==> src/rtl/uart_tx_if.sv <==
// Byte handshake between a byte producer and the uart_tx serialiser.
// The producer offers tx_data/tx_valid; the serialiser reports tx_ready/tx_busy.
interface uart_tx_if;
    logic [7:0] tx_data;
    logic       tx_valid;
    logic       tx_ready;
    logic       tx_busy;

    modport master (
        output tx_data,
        output tx_valid,
        input  tx_ready,
        input  tx_busy
    );

    modport slave (
        input  tx_data,
        input  tx_valid,
        output tx_ready,
        output tx_busy
    );
endinterface

==> src/rtl/uart_tx.sv <==
// UART transmitter: start bit, 8 data bits LSB first, optional even parity, 1 or 2 stop bits.
// Define UART_TX_PARITY_EN to insert the even-parity bit between data and stop.
module uart_tx #(
    parameter int unsigned CLK_DIV   = 868,
    parameter int unsigned STOP_BITS = 1
) (
    input  logic     clk,
    input  logic     reset,
    uart_tx_if.slave tx,
    output logic     UART_TX
);

    localparam int unsigned CNT_W = (CLK_DIV > 1) ? $clog2(CLK_DIV) : 1;
    localparam logic [CNT_W-1:0] CNT_LAST  = CNT_W'(CLK_DIV - 1);
    localparam logic [2:0]       STOP_LAST = 3'(STOP_BITS - 1);

`ifdef UART_TX_PARITY_EN
    typedef enum logic [2:0] {IDLE, START, DATA, PARITY, STOP} state_t;
`else
    typedef enum logic [1:0] {IDLE, START, DATA, STOP} state_t;
`endif

    state_t           state, state_next;
    logic [CNT_W-1:0] cnt, cnt_next;
    logic [2:0]       idx, idx_next;
    logic [7:0]       shreg, shreg_next;
    logic             line_next;
    logic             bit_done;
`ifdef UART_TX_PARITY_EN
    logic             par_q, par_next;
`endif

    assign tx.tx_ready = (state == IDLE) && !reset;
    assign tx.tx_busy  = (state != IDLE);
    assign bit_done    = (cnt == CNT_LAST);

    always_comb begin
        state_next = state;
        cnt_next   = cnt;
        idx_next   = idx;
        shreg_next = shreg;
        line_next  = 1'b1;
`ifdef UART_TX_PARITY_EN
        par_next   = par_q;
`endif
        case (state)
            IDLE: begin
                if (tx.tx_valid) begin
                    state_next = START;
                    shreg_next = tx.tx_data;
                    cnt_next   = '0;
                    idx_next   = '0;
`ifdef UART_TX_PARITY_EN
                    par_next   = ^tx.tx_data;
`endif
                end
            end
            START: begin
                if (bit_done) begin
                    state_next = DATA;
                    cnt_next   = '0;
                end else begin
                    cnt_next = cnt + 1'b1;
                end
            end
            DATA: begin
                if (bit_done) begin
                    cnt_next   = '0;
                    shreg_next = {1'b0, shreg[7:1]};
                    if (idx == 3'd7) begin
                        idx_next = '0;
`ifdef UART_TX_PARITY_EN
                        state_next = PARITY;
`else
                        state_next = STOP;
`endif
                    end else begin
                        idx_next = idx + 1'b1;
                    end
                end else begin
                    cnt_next = cnt + 1'b1;
                end
            end
`ifdef UART_TX_PARITY_EN
            PARITY: begin
                if (bit_done) begin
                    state_next = STOP;
                    cnt_next   = '0;
                end else begin
                    cnt_next = cnt + 1'b1;
                end
            end
`endif
            STOP: begin
                // idx is reused to count stop bits
                if (bit_done) begin
                    cnt_next = '0;
                    if (idx == STOP_LAST) begin
                        state_next = IDLE;
                        idx_next   = '0;
                    end else begin
                        idx_next = idx + 1'b1;
                    end
                end else begin
                    cnt_next = cnt + 1'b1;
                end
            end
            default: state_next = IDLE;
        endcase

        // The line register is loaded from the state being entered, so it changes on the same edge as the state.
        case (state_next)
            START:   line_next = 1'b0;
            DATA:    line_next = shreg_next[0];
`ifdef UART_TX_PARITY_EN
            PARITY:  line_next = par_q;
`endif
            default: line_next = 1'b1;
        endcase
    end

    always_ff @(posedge clk) begin
        if (reset) begin
            state   <= IDLE;
            cnt     <= '0;
            idx     <= '0;
            shreg   <= '0;
            UART_TX <= 1'b1;
`ifdef UART_TX_PARITY_EN
            par_q   <= 1'b0;
`endif
        end else begin
            state   <= state_next;
            cnt     <= cnt_next;
            idx     <= idx_next;
            shreg   <= shreg_next;
            UART_TX <= line_next;
`ifdef UART_TX_PARITY_EN
            par_q   <= par_next;
`endif
        end
    end

endmodule

==> src/flat_wrapper.sv <==
// flat-port wrapper written by rule: the top's interface ports become plain ports
module uart_tx_flat 
#(
    parameter int unsigned CLK_DIV   = 868,
    parameter int unsigned STOP_BITS = 1
)
  (clk, reset, UART_TX, tx_tx_data, tx_tx_valid, tx_tx_ready, tx_tx_busy);
  uart_tx_if tx_i ();
  input  logic clk;
  input  logic reset;
  output logic UART_TX;
  input wire logic [$bits(tx_i.tx_data)-1:0] tx_tx_data;
  input wire logic [$bits(tx_i.tx_valid)-1:0] tx_tx_valid;
  output wire logic [$bits(tx_i.tx_ready)-1:0] tx_tx_ready;
  output wire logic [$bits(tx_i.tx_busy)-1:0] tx_tx_busy;
  assign tx_i.tx_data = tx_tx_data;
  assign tx_i.tx_valid = tx_tx_valid;
  assign tx_tx_ready = tx_i.tx_ready;
  assign tx_tx_busy = tx_i.tx_busy;
  uart_tx #(.CLK_DIV(CLK_DIV), .STOP_BITS(STOP_BITS)) u_core (.clk(clk), .reset(reset), .tx(tx_i), .UART_TX(UART_TX));
endmodule
==> config.mk <==
export PLATFORM = sky130hd
export DESIGN_NAME = uart_tx_flat
export DESIGN_NICKNAME = d
export VERILOG_FILES = /design/src/rtl/uart_tx_if.sv /design/src/rtl/uart_tx.sv /design/src/flat_wrapper.sv
export SDC_FILE = /design/constraint.sdc
export NUM_CORES = 1
export LEC_CHECK = 0
export BUFFER_PORTS_ARGS = -buffer_cell sky130_fd_sc_hd__buf_2
export CAP_MARGIN = 20
export CORE_AREA = 2 2 54 56
export CTS_CLUSTER_SIZE = 12
export DETAILED_ROUTE_END_ITERATION = 16
export DIE_AREA = 0 0 56 58
export GPL_ROUTABILITY_DRIVEN = 0
export HOLD_SLACK_MARGIN = 0.05
export PLACE_DENSITY = 0.68
export SLEW_MARGIN = 20
export SYNTH_ARGS = -nofsm -noshare
export SYNTH_HDL_FRONTEND = slang
export SYNTH_SLANG_ARGS = --single-unit
==> constraint.sdc <==
create_clock -name clk -period 2.6 [get_ports clk]
set_input_delay 0.13 -clock clk [delete_from_list [all_inputs] [get_ports clk]]
set_output_delay 0.13 -clock clk [all_outputs]
set_load 0.02 [all_outputs]
==> run summary, run 1 <==
Count leader, synth = dfxtp_1
CTS H-tree lvls = 1
Hold Fails Final Rpt = 0
Die width = 56 um
Vias post-DR = 1,108
Post-CTS Setup Inserts = 0
Chip height = 58 um
Setup ws final = 0.5547 ns
Pwr Density = 474.8 mW/mm2
N_diodes = 0
Synth top area cells = dfxtp_1 (38%), a21oi_1 (5.2%), nand2_1 (5.1%)
CP Launch Type = flip-flop
Max_slew headroom = 0.5669
# rows = 19
Gr usage total = 0.1750
Sequential share of the synthesized area = 0.3832
R2r setup slk = 0.55 ns
Outcome = completed
Hold Path Class = in2reg
Area of the core = 0.002663 mm2
Wire per inst = 13.78 um
Skew final = 0.002834 ns
Iteration-0 DRC Markers = 25
Hold Path Depth = 3
Overflow after GRT = 0
Final setup TNS = 0 ns
WP data arrival = 2.28 ns
Post-detail-place hpwl = 1896 um
Most frequent cells after synthesis = dfxtp_1 (24), nand2_1 (17), nor2_1 (15)
Final critical-path required period = 2.045 ns
Area leader, netlist = dfxtp_1
Ys Warns = 0
CP Capture Type = flip-flop
Router iterations before antenna repair = 5
Synth Net Count = 163
Netlist cell types = 38
Worst Path Max Fanout = 11
IO buf count = 13
Main synth FF type = dfxtp_1
Num ports = 14
Clk slew on worst S/H paths = 0.12 ns
Post-Syn Area per Cell = 8.471 um2
Critical path class = reg2reg
CTS tree = built
CP required = 2.83 ns
DRC = 0
Pin count of the biggest net entering global routing = 26
Synth Cell Area = 0.001254 mm2
CTS Sinks = 24
# nets final = 174
Slew @ Worst Pin = 0.6473 ns
Routed vias/inst = 5.862
Worst Hold End = u_core.shreg[4]
Reg2reg end = u_core.cnt[9]
Leakage = 0.5215 nW
# setup viols final = 0
Layout cell share with drive strength beyond 1 = 0.1582
Number of synthesized flops with an enable pin = 0
First-pass GRT wire length = 4450 um
Hold path start = tx_tx_data[4]
Number of global-route vias before repair = 1,043
CTS root buf = clkbuf_4
R2r startpoint = u_core.cnt[0]
ANT nets after route = 0
Top cell type's share of synthesized area = 0.3832
Cts bufs inserted = 3
Initial antenna violation count = 0
Fin. max-slew vios = 0
Max-cap viol count = 0
Gate Count Post-Synth = 148
Post-CTS Resized = 0
Die area = 0.003248 mm2
Hold-fix buffers at CTS = 1
Clk buf depth = 2
RSZ-0062 raised after global routing = false
Cells on worst reg2reg path = 6
Synth async-reset ratio = 0
Final period util = 0.7867
Synth-to-Final Area Change = 9.581%
Worst-Skew Late Latency = 0.31 ns
Routed WL = 2604 um
Setup WS pre-CTS = 0.5812 ns
Starting density of the core = 0.4709
Synth Register Bits = 24
Max VDD drop = 0.2791 mV
Fmax = 488.9 MHz
-- critical path: stages (launching register included) --
cell and delay [ns]:
dfxtp_1 0.35, ha_1 0.24, nand4bb_1 0.24, nor3_4 0.11, nor2_1 0.51, o21ai_0 0.20
a311oi_1 0.30
-- how the worst max path moves through the flow --
stage          slack, ns  cells past startpoint        endpoint     startpoint
2_1_floorplan       0.82                      5   u_core.idx[1]  u_core.cnt[8]
3_3_place_gp        0.69                      6  u_core.UART_TX  u_core.cnt[0]
3_5_place_dp        0.58                      6   u_core.cnt[9]  u_core.cnt[0]
4_1_cts             0.55                      6   u_core.cnt[9]  u_core.cnt[0]
5_1_grt             0.36                      6   u_core.cnt[9]  u_core.cnt[0]
6_report            0.55                      6   u_core.cnt[9]  u_core.cnt[0]
-- layout by cell type, fill, tap and decap left out, drive strengths merged, types with 2 or more instances in the layout --
| cell type | Yosys | final |
|---|---|---|
| nand2 | 17 | 17 |
| buf | 5 | 14 |
| or3 | 4 | 4 |
| ha | 4 | 4 |
| clkbuf | 4 | 4 |
| nor3 | 4 | 4 |
| nor3b | 5 | 5 |
| a21oi | 15 | 15 |
| nand2b | 3 | 3 |
| inv | 4 | 4 |
| and3 | 2 | 2 |
| and2 | 2 | 2 |
| a41oi | 2 | 2 |
| mux2i | 2 | 2 |
| a311oi | 7 | 7 |
| a22oi | 7 | 7 |
| a31oi | 2 | 2 |
| nand3 | 3 | 3 |
| nor2 | 15 | 15 |
| dfxtp | 24 | 24 |
| or3b | 2 | 2 |
| nand4 | 4 | 4 |
-- metal layers --
layer  global-route usage  vias up  share of wire  wire (um)
li1                     -      566              -          -
met2               0.3042       22           0.47       1235
met4               0.1020        0          0.023         59
met5                    0        -              0          0
met1               0.2003      515           0.46       1201
met3              0.03571        5          0.041        108
-- area by class of cell --
type	instances	area, um2
fillers	271	1289
multi-input cells	111	720.7
flip-flops and latches	24	480.5
repair buffers	15	82.58
well taps	31	38.79
clock buffers	4	36.28
inverters	4	15.01
-- report_power, final --
group / switching, mW / internal (mW)
clock: 0.108 / 0.0856
combinational: 0.0429 / 0.0297
sequential: 0.00752 / 0.379
total: 0.158 / 0.494
-- stage by stage --
step	cells	utilization	area (um2)	hold WS (ns)	power, mW
after floorplan	148	-	1254	0.2707	0.4451
after global placement	184	0.4986	1328	0.3624	0.4635
after detailed placement	184	0.4986	1328	0.3776	0.4665
after CTS	189	0.5160	1374	0.09645	0.6616
after global routing	189	0.5160	1374	0.1034	0.6884
final	189	0.5160	1374	0.09477	0.6523
-- cell families (layout without fill, tap and decap cells) --
group / Yosys count / after routing / synth area share
simple gates: 66 / 66 / 0.3004
compound gates: 39 / 39 / 0.2186
flops: 24 / 24 / 0.3832
buf+inv: 13 / 23 / 0.04191
fa+ha+maj: 4 / 4 / 0.03992
mux: 2 / 2 / 0.01597
-- state kept, by name, indices dropped and copies added, names as in the netlist --
| register | count |
|---|---|
| u_core.state | 2 |
| u_core.cnt | 10 |
| u_core.UART_TX | 1 |
| u_core.idx | 3 |
| u_core.shreg | 8 |
Power figures use the tool's default switching activity.
==> run 2: changes to the inputs <==
==> constraint.sdc (replaced) <==
create_clock -name clk -period 1.9 [get_ports clk]
set_input_delay 0.095 -clock clk [delete_from_list [all_inputs] [get_ports clk]]
set_output_delay 0.095 -clock clk [all_outputs]
set_load 0.02 [all_outputs]
==> run summary, run 2 (synthesized netlist as in run 1, its figures left out) <==
Area of the core = 0.002663 mm2 (unchanged)
Overflow after GRT = 0 (unchanged)
Worst-Skew Late Latency = 0.32 ns (was 0.31 ns)
DP Area = 0.001403 mm2 (was 0.001328 mm2)
Top Registers = u_core.cnt: 10 flops, u_core.shreg: 8 flops, u_core.idx: 3 flops (unchanged)
Biggest register = u_core.cnt (unchanged)
Setup WS pre-CTS = -0.05867 ns (was 0.5812 ns)
Routed vias/inst = 5.915 (was 5.862)
# nets final = 186 (was 174)
Routed WL = 2919 um (was 2604 um)
Num ports = 14 (unchanged)
Clk slew on worst S/H paths = 0.13 ns (was 0.12 ns)
Layout cell share with drive strength beyond 1 = 0.2663 (was 0.1582)
Commonest non-fill, non-tap cell in the layout = dfxtp_1 (unchanged)
CTS H-tree lvls = 1 (unchanged)
Crit path buf inv count = 2 (was 0)
Die area = 0.003248 mm2 (unchanged)
CP dominant cell by count = buf_4
Number of global-route vias before repair = 1,141 (was 1,043)
Critical path class = reg2reg (unchanged)
Post-detail-place hpwl = 2041 um (was 1896 um)
Leakage = 0.5734 nW (was 0.5215 nW)
IO buf count = 13 (unchanged)
Cts bufs inserted = 3 (unchanged)
CP top delay family = simple AND/OR/NAND/NOR gates (unchanged)
Initial antenna violation count = 0 (unchanged)
Commonest cells after routing, fill and taps aside = dfxtp_1 (20), nand2_1 (17), nor2_1 (15) (was dfxtp_1 (24), nand2_1 (17), nor2_1 (15), a21oi_1 (13), buf_2 (13))
Max VDD drop = 0.3600 mV (was 0.2791 mV)
Hold Fails Final Rpt = 0 (unchanged)
# rows = 19 (unchanged)
Sequential Area = 485.5 um2 (was 480.5 um2)
Setup ws final = 0.05766 ns (was 0.5547 ns)
RSZ-0062 raised after global routing = false (unchanged)
Synth-to-Final Area Change = 20.26% (was 9.581%)
# setup viols final = 0 (unchanged)
Router iterations before antenna repair = 4 (was 5)
CP Launch Type = flip-flop (unchanged)
Die width = 56 um (unchanged)
Vias post-DR = 1,183 (was 1,108)
ANT nets after route = 0 (unchanged)
Worst Path Max Fanout = 5 (was 11)
DRC = 0 (unchanged)
Wire per inst = 14.60 um (was 13.78 um)
CP required = 2.14 ns (was 2.83 ns)
Slowest cell delay on critical path = 0.46 ns (was 0.51 ns)
Max_slew headroom = 0.6801 (was 0.5669)
N_diodes = 0 (unchanged)
Final period util = 0.9697 (was 0.7867)
Fin. max-slew vios = 0 (unchanged)
Gr usage total = 0.1970 (was 0.1750)
Skew final = 0.007248 ns (was 0.002834 ns)
Chip height = 58 um (unchanged)
CP max-delay cell = or3_2 (was nor2_1)
First-pass GRT wire length = 5071 um (was 4450 um)
Hold Path Class = in2reg (unchanged)
Power Total = 864.2 uW (was 652.3 uW)
CTS Sinks = 24 (unchanged)
Fmax = 542.8 MHz (was 488.9 MHz)
Pin count of the biggest net entering global routing = 26 (unchanged)
Slew @ Worst Pin = 0.4782 ns (was 0.6473 ns)
Finished Cell Area = 0.001508 mm2 (was 0.001374 mm2)
Starting density of the core = 0.4709 (unchanged)
CTS root buf = clkbuf_4 (unchanged)
Max-cap viol count = 0 (unchanged)
Multi-input combinational cell area = 773.2 um2 (was 720.7 um2)
Final hold slack = 0.06059 ns (was 0.09477 ns)
FILL cells = 237 (was 271)
CP Capture Type = flip-flop (unchanged)
Final critical-path required period = 1.842 ns (was 2.045 ns)
Outcome = completed (unchanged)
WP data arrival = 2.08 ns (was 2.28 ns)
Pwr Density = 573.2 mW/mm2 (was 474.8 mW/mm2)
Clk buf depth = 2 (unchanged)
CP Cell Sequence = ha_4 -> nand4bb_4 -> nor3_4 -> buf_4 -> buf_4 -> or3_2 -> a311oi_1 (was ha_1 -> nand4bb_1 -> nor3_4 -> nor2_1 -> o21ai_0 -> a311oi_1)
Largest register FFs = 10 (unchanged)
Iteration-0 DRC Markers = 37 (was 25)
CTS tree = built (unchanged)
-- run 2: cell count changes in the layout (fill, tap and decap cells not counted), sizes merged --
cell    previous run  this run
buf               14        26
clkbuf             4         3
-- run 2: power by group --
| group | switching [mW] | total, mW | internal (mW) |
|---|---|---|---|
| clock | 0.149 | 0.224 | 0.0745 |
| sequential | 0.0115 | 0.530 | 0.519 |
| combinational | 0.0627 | 0.110 | 0.0474 |
-- run 2: timing repair --
item / 4_1_cts / 5_1_grt
pin swaps: 0 / 2
hold endpoints to repair: 1 / 0
buffers inserted: 0 / 2
hold buffers: 1 / 0
resized for setup: 2 / 9
endpoints found under the setup margin: 1 / 12
gates cloned: 0 / 0
-- run 2: worst paths after layout --
kind	start	end	slack (ns)	cells after the start
setup reg to reg	u_core.cnt[0]	u_core.cnt[4]	0.06	7
hold / removal	tx_tx_data[4]	u_core.shreg[4]	0.06	3
hold reg to reg	u_core.shreg[2]	u_core.shreg[2]	0.47	2
setup / recovery	u_core.cnt[0]	u_core.cnt[4]	0.06	7
-- run 2: area by class of cell --
cell class / instances / share of cell area
clock buffer: 3 / 0.01494
tap: 31 / 0.02573
multi-input combinational: 111 / 0.5129
timing repair buffer: 27 / 0.1145
inverter: 4 / 0.009958
sequential: 24 / 0.3220
-- run 2: metal layers --
metal / wire, um / up-vias / global-route usage
li1: - / 593 / -
met1: 1313 / 551 / 0.2413
met2: 1398 / 30 / 0.3311
met3: 123 / 9 / 0.03125
met4: 82 / 0 / 0.1122
met5: 0 / - / 0
-- run 2: per-stage QoR --
stage / TNS (ns) / utilization / std cells
global route: 0 / 0.5663 / 200
global placement: 0 / 0.5268 / 194
CTS: 0 / 0.5446 / 198
floorplan: 0 / - / 148
finish: 0 / 0.5663 / 200
detailed placement: -0.05867 / 0.5268 / 194
-- run 2: worst register-to-register path: stages, from the launching register on --
cell and delay (ns):
dfxtp_2 0.37, ha_4 0.18, nand4bb_4 0.12, nor3_4 0.07, buf_4 0.14, buf_4 0.15, or3_2 0.46, a311oi_1 0.28
